==> config.mk <==
export PLATFORM = sky130hd
export DESIGN_NAME = pio_edge_capture_flat
export DESIGN_NICKNAME = d
export VERILOG_FILES = /design/src/rtl/pio_edge_capture_if.sv /design/src/rtl/pio_edge_capture.sv /design/src/flat_wrapper.sv
export SDC_FILE = /design/constraint.sdc
export NUM_CORES = 1
export LEC_CHECK = 0
export ABC_CLOCK_PERIOD_IN_PS = 4200
export CAP_MARGIN = 25
export CORE_AREA = 2 2 215 217
export CTS_CLUSTER_DIAMETER = 80
export CTS_CLUSTER_SIZE = 8
export DETAILED_ROUTE_END_ITERATION = 6
export DIE_AREA = 0 0 217 219
export DONT_BUFFER_PORTS = 1
export HOLD_SLACK_MARGIN = 0.1
export MAX_ROUTING_LAYER = met4
export SLEW_MARGIN = 0
export SYNTH_ARGS = -nofsm -noshare
export SYNTH_HDL_FRONTEND = slang
export SYNTH_SLANG_ARGS = --single-unit
==> constraint.sdc <==
create_clock -name iCLOCK -period 4.2 [get_ports iCLOCK]
set_input_delay 1.26 -clock iCLOCK [delete_from_list [all_inputs] [get_ports iCLOCK]]
set_output_delay 1.26 -clock iCLOCK [all_outputs]
set_load 0.01 [all_outputs]
==> src/rtl/pio_edge_capture_if.sv <==
// pio_edge_capture_if: CPU register-window bus for the edge-capture block.
// Latency: n/a (wires only); read data is registered inside the slave.
// Backpressure: none; read/write strobes are single-cycle and always accepted.
interface pio_edge_capture_if;
    logic [2:0]  iADDRESS;
    logic        iWRITE;
    logic        iREAD;
    logic [31:0] iWRITE_DATA;
    logic [31:0] oREAD_DATA;

    modport master (
        output iADDRESS, iWRITE, iREAD, iWRITE_DATA,
        input  oREAD_DATA
    );

    modport slave (
        input  iADDRESS, iWRITE, iREAD, iWRITE_DATA,
        output oREAD_DATA
    );
endinterface

==> src/rtl/pio_edge_capture.sv <==
// pio_edge_capture: pin sync, optional debounce (PIO_EDGE_DEBOUNCE_EN), sticky edge flags -> level IRQ.
// Latency: pin->oPIO 2 cycles (5 with debounce, DIV=0), EDGE +1, oIRQ +2; reads return 1 cycle later.
// Backpressure: none; bus strobes are single-cycle and always accepted.
module pio_edge_capture #(
    parameter int pBITS     = 32,
    parameter int pDIV_BITS = 16
) (
    input  logic                 iCLOCK,
    input  logic                 iRESET,
    pio_edge_capture_if.slave    bus,
    input  logic [pBITS-1:0]     iPIN,
    output logic [pBITS-1:0]     oPIO,
    output logic                 oIRQ
);

    if (pBITS < 1 || pBITS > 32 || pDIV_BITS < 1 || pDIV_BITS > 32) begin : g_bad_param
        $error("pio_edge_capture: pBITS and pDIV_BITS must be in 1..32");
    end

    localparam logic [2:0] ADDR_LEVEL   = 3'd0;
    localparam logic [2:0] ADDR_RISE_EN = 3'd1;
    localparam logic [2:0] ADDR_FALL_EN = 3'd2;
    localparam logic [2:0] ADDR_EDGE    = 3'd3;
    localparam logic [2:0] ADDR_MASK    = 3'd4;
    localparam logic [2:0] ADDR_DIV     = 3'd5;

    logic [pBITS-1:0] s1_q, s2_q;
    logic [pBITS-1:0] filt_q, filt_d, filt_prev_q;
    logic [pBITS-1:0] rise_en_q, fall_en_q, irq_mask_q;
    logic [pBITS-1:0] edge_q, edge_d, edge_clr;
    logic [pBITS-1:0] wdata;
    logic             irq_q;
    logic [31:0]      rdata_q, rdata_d;

    assign wdata    = bus.iWRITE_DATA[pBITS-1:0];
    assign edge_clr = (bus.iWRITE && bus.iADDRESS == ADDR_EDGE) ? wdata : '0;

    // Two-flop synchroniser for the asynchronous pad levels.
    always_ff @(posedge iCLOCK) begin
        if (iRESET) begin
            s1_q <= '0;
            s2_q <= '0;
        end else begin
            s1_q <= iPIN;
            s2_q <= s1_q;
        end
    end

`ifdef PIO_EDGE_DEBOUNCE_EN
    logic [pDIV_BITS-1:0] div_q, cnt_q, cnt_d;
    logic [pBITS-1:0]     h0_q, h1_q, h2_q, agree;
    logic                 tick, div_wr;

    assign div_wr = bus.iWRITE && bus.iADDRESS == ADDR_DIV;
    assign tick   = (cnt_q == '0);
    assign agree  = ~(h0_q ^ h1_q) & ~(h1_q ^ h2_q);
    // A pin only moves once three consecutive tick samples agree; otherwise it holds.
    assign filt_d = (agree & h0_q) | (~agree & filt_q);

    // Prescaler next value: a DIV write reloads immediately, otherwise count down and wrap.
    always_comb begin
        cnt_d = cnt_q - pDIV_BITS'(1);
        if (div_wr)
            cnt_d = bus.iWRITE_DATA[pDIV_BITS-1:0];
        else if (tick)
            cnt_d = div_q;
    end

    // Prescaler, reload value and per-pin sample history (history shifts only on ticks).
    always_ff @(posedge iCLOCK) begin
        if (iRESET) begin
            div_q <= '0;
            cnt_q <= '0;
            h0_q  <= '0;
            h1_q  <= '0;
            h2_q  <= '0;
        end else begin
            cnt_q <= cnt_d;
            if (div_wr)
                div_q <= bus.iWRITE_DATA[pDIV_BITS-1:0];
            if (tick) begin
                h0_q <= s2_q;
                h1_q <= h0_q;
                h2_q <= h1_q;
            end
        end
    end
`else
    assign filt_d = s2_q;
`endif

    // Rising/falling edges of the clean bus; a same-cycle set overrides a W1C clear.
    assign edge_d = (edge_q & ~edge_clr)
                  | (filt_q & ~filt_prev_q & rise_en_q)
                  | (~filt_q & filt_prev_q & fall_en_q);

    // Filtered levels, their one-cycle delay, sticky flags and the registered interrupt.
    always_ff @(posedge iCLOCK) begin
        if (iRESET) begin
            filt_q      <= '0;
            filt_prev_q <= '0;
            edge_q      <= '0;
            irq_q       <= 1'b0;
        end else begin
            filt_q      <= filt_d;
            filt_prev_q <= filt_q;
            edge_q      <= edge_d;
            irq_q       <= |(edge_q & irq_mask_q);
        end
    end

    // Software-writable enable and mask registers.
    always_ff @(posedge iCLOCK) begin
        if (iRESET) begin
            rise_en_q  <= '0;
            fall_en_q  <= '0;
            irq_mask_q <= '0;
        end else if (bus.iWRITE) begin
            case (bus.iADDRESS)
                ADDR_RISE_EN: rise_en_q  <= wdata;
                ADDR_FALL_EN: fall_en_q  <= wdata;
                ADDR_MASK:    irq_mask_q <= wdata;
                default: ;
            endcase
        end
    end

    // Read mux over current (pre-write) register values; data holds between reads.
    always_comb begin
        rdata_d = rdata_q;
        if (bus.iREAD) begin
            rdata_d = '0;
            case (bus.iADDRESS)
                ADDR_LEVEL:   rdata_d[pBITS-1:0] = filt_q;
                ADDR_RISE_EN: rdata_d[pBITS-1:0] = rise_en_q;
                ADDR_FALL_EN: rdata_d[pBITS-1:0] = fall_en_q;
                ADDR_EDGE:    rdata_d[pBITS-1:0] = edge_q;
                ADDR_MASK:    rdata_d[pBITS-1:0] = irq_mask_q;
`ifdef PIO_EDGE_DEBOUNCE_EN
                ADDR_DIV:     rdata_d[pDIV_BITS-1:0] = div_q;
`endif
                default: ;
            endcase
        end
    end

    // Registered read data.
    always_ff @(posedge iCLOCK) begin
        if (iRESET)
            rdata_q <= '0;
        else
            rdata_q <= rdata_d;
    end

    assign bus.oREAD_DATA = rdata_q;
    assign oPIO           = filt_q;
    assign oIRQ           = irq_q;

endmodule

==> src/flat_wrapper.sv <==
// flat-port wrapper written by rule: the top's interface ports become plain ports
module pio_edge_capture_flat 
#(
    parameter int pBITS     = 32,
    parameter int pDIV_BITS = 16
)
  (iCLOCK, iRESET, iPIN, oPIO, oIRQ, bus_iADDRESS, bus_iWRITE, bus_iREAD, bus_iWRITE_DATA, bus_oREAD_DATA);
  pio_edge_capture_if bus_i ();
  input  logic iCLOCK;
  input  logic iRESET;
  input  logic [pBITS-1:0] iPIN;
  output logic [pBITS-1:0] oPIO;
  output logic oIRQ;
  input wire logic [$bits(bus_i.iADDRESS)-1:0] bus_iADDRESS;
  input wire logic [$bits(bus_i.iWRITE)-1:0] bus_iWRITE;
  input wire logic [$bits(bus_i.iREAD)-1:0] bus_iREAD;
  input wire logic [$bits(bus_i.iWRITE_DATA)-1:0] bus_iWRITE_DATA;
  output wire logic [$bits(bus_i.oREAD_DATA)-1:0] bus_oREAD_DATA;
  assign bus_i.iADDRESS = bus_iADDRESS;
  assign bus_i.iWRITE = bus_iWRITE;
  assign bus_i.iREAD = bus_iREAD;
  assign bus_i.iWRITE_DATA = bus_iWRITE_DATA;
  assign bus_oREAD_DATA = bus_i.oREAD_DATA;
  pio_edge_capture #(.pBITS(pBITS), .pDIV_BITS(pDIV_BITS)) u_core (.iCLOCK(iCLOCK), .iRESET(iRESET), .bus(bus_i), .iPIN(iPIN), .oPIO(oPIO), .oIRQ(oIRQ));
endmodule
==> flow_summary.yaml <==
status:
  status: "finished clean"
drt:
  dr.pass1.iters: 5
  viasPerCell: 4.89
  totalWireLength_um: 36000
  wire_per_inst_um: 19.9
  vias: 8861
  drt_iter0_drc: 787
  drtAntennaViolNets: 0
  drc: 0
cts:
  clkTransAtPathRegs_ns: 0.05
  clockBufferDepth: 3
  ctsResizeCount: 0
  cts_buffers: 42
  post_cts_buffers: 0
  clock_latency_ns: 0.55
  root_buffer: "clkbuf_16"
  clock-sinks: 289
  h-tree-depth: 2
  cts_tree: "built"
  ctsHoldBuffers: 0
global_route:
  grt_pass1_wl_um: 53600
  grt_pass1_vias: 8568
  grt_usage: 0.153
  grt_overflow_total: 0
  antenna_found_initial: 3
  grt_max_degree: 290
setup_path:
  critPathLaunchType: "register"
  critPathCaptureType: "output port"
  cp.required_ns: 2.94
  path_max_fanout: 5
  cp.arrival_ns: 1.15
  crit_type: "register to output port"
placed_design:
  dp_hpwl_um: 22200
  io_buffers: 0
  finalWeightedCongestion: 0.794
  dp_slack_ns: 1.36
timing:
  fin_setup_tns_ns: 0
  setup_viol: 0
  min_period_ns: 2.41
  finalCritPeriodShare: 0.575
  fmax_ghz: 0.414
  hold_viol: 0
  worstMarginPinSlew_ns: 0.938
  rsz0062_at_grt: "false"
  slew_viol_final: 0
  setup_ws_ns: 1.79
  hold_slack_ns: 0.421
  finalClockSkew_ns: 0.0121
  relSlewSlack: 0.373
floorplan:
  initial_core_util: 0.258
  boundaryPins: 136
  core_area_mm2: 0.0451
  dieArea_mm2: 0.0475
  rows: 78
  die_h_um: 219
  fp.dieW_um: 217
finish:
  final_common_cell: "dfxtp_1"
  num-fill-cells: 4714
  drive_above_1_share: 0.0760
  syn2layout_area_growth_pct: 12.5
  final_nets: 1277
  layout_common_cells: "dfxtp_1 (289), nand2_1 (192), nor2b_1 (128), nand3b_1 (126), a21oi_1 (97)"
synth:
  async_flop_share: 0
  ys_seq_elements: 289
  ys_types: 33
  synth_edf_count: 0
  ys_seq_area_frac: 0.498
  synth_cells: 1256
  syn_nets: 1327
  synth-warning-count: 0
  syn_area_mm2: 0.0116
  synth_ff_type: "dfxtp_1"
  syn_avg_cell_area_um2: 9.25
pwr:
  power_density_mw_per_mm2: 462
  ir_worst_vdd_v: 0.000304
  p_leak_nw: 4.25
  power_mw: 6.04
worst_hold_path:
  hp-class: "register to register"
flow_run:
  drv_cap: 0
==> per-layer routing <==
| layer | vias to the layer above | share of wire | GRT usage |
|---|---|---|---|
| met5 | - | 0 | - |
| met2 | 317 | 0.45 | 0.235 |
| met3 | 71 | 0.091 | 0.0449 |
| met1 | 4231 | 0.43 | 0.188 |
| li1 | 4242 | - | - |
| met4 | 0 | 0.032 | 0.0619 |
==> through the flow <==
step / utilization / cells / area (um^2)
finish: 0.290 / 1811 / 13100
global route: 0.290 / 1810 / 13100
CTS: 0.290 / 1810 / 13100
detailed placement: 0.265 / 1762 / 12000
global placement: 0.265 / 1762 / 12000
floorplan: - / 1256 / 11600
==> sequential cells by signal (all words and copies together), names as in the netlist <==
name                   flops
u_core.filt_prev_q        32
u_core.rise_en_q          32
u_core.fall_en_q          32
u_core.edge_q             32
u_core.s1_q               32
u_core.filt_d             32
u_core.oIRQ                1
u_core.irq_mask_q         32
u_core.oPIO               32
u_core.bus.oREAD_DATA     32
==> where the power goes <==
part | leakage (nW) | internal (mW) | switching [mW]
sequential | 2.35 | 2.81 | 0.0515
clock | 0.547 | 1.81 | 1.20
combinational | 1.35 | 0.0841 | 0.0844
==> final timing paths <==
kind	depth (start not counted)	from	slack (ns)	endpoint
max	0	u_core.oPIO[22]	1.79	oPIO[22]
min	1	u_core.filt_d[5]	0.42	u_core.oPIO[5]
max reg2reg	3	u_core.irq_mask_q[26]	2.73	u_core.oIRQ
min reg2reg	1	u_core.filt_d[5]	0.42	u_core.oPIO[5]
==> synthesized netlist by cell type, types with 2 or more instances <==
cell | instances | area (um^2)
mux2_2 | 32 | 360
dfxtp_1 | 289 | 5790
nand2_1 | 192 | 721
buf_6 | 7 | 78.8
buf_4 | 7 | 52.6
a21boi_0 | 27 | 203
and3b_1 | 2 | 17.5
a311oi_1 | 31 | 272
nor4bb_1 | 2 | 20.0
buf_1 | 2 | 7.51
inv_1 | 34 | 128
buf_2 | 32 | 160
o21ai_0 | 33 | 165
a31oi_1 | 32 | 200
a21oi_1 | 97 | 485
nand4bb_1 | 3 | 33.8
a21o_1 | 31 | 233
a21boi_1 | 5 | 37.5
nand3b_1 | 126 | 946
nand4_1 | 4 | 25.0
nand2b_1 | 32 | 200
clkbuf_1 | 53 | 199
a22oi_1 | 16 | 120
a32oi_1 | 31 | 272
nor2b_1 | 128 | 801
==> layout make-up <==
type                       count  area [um^2]  share of cell area
tap                          600          751              0.0574
clock buffer                  45         1080              0.0829
sequential                   289         5790               0.442
multi-input combinational    832         5240               0.400
inverter                      34          128             0.00976
timing repair buffer           7         52.6             0.00402
clock inverter                 3         36.3             0.00278
antenna                        1         2.50            0.000191
==> logic make-up after synthesis <==
group	Yosys count	synth area share
flip-flops	289	0.498
AO/OA/AOI/OAI	306	0.175
AND/OR/NAND/NOR	494	0.242
buffers and inverters	135	0.0539
multiplexers	32	0.0310
Note: power is estimated with default switching activity, not from simulation.
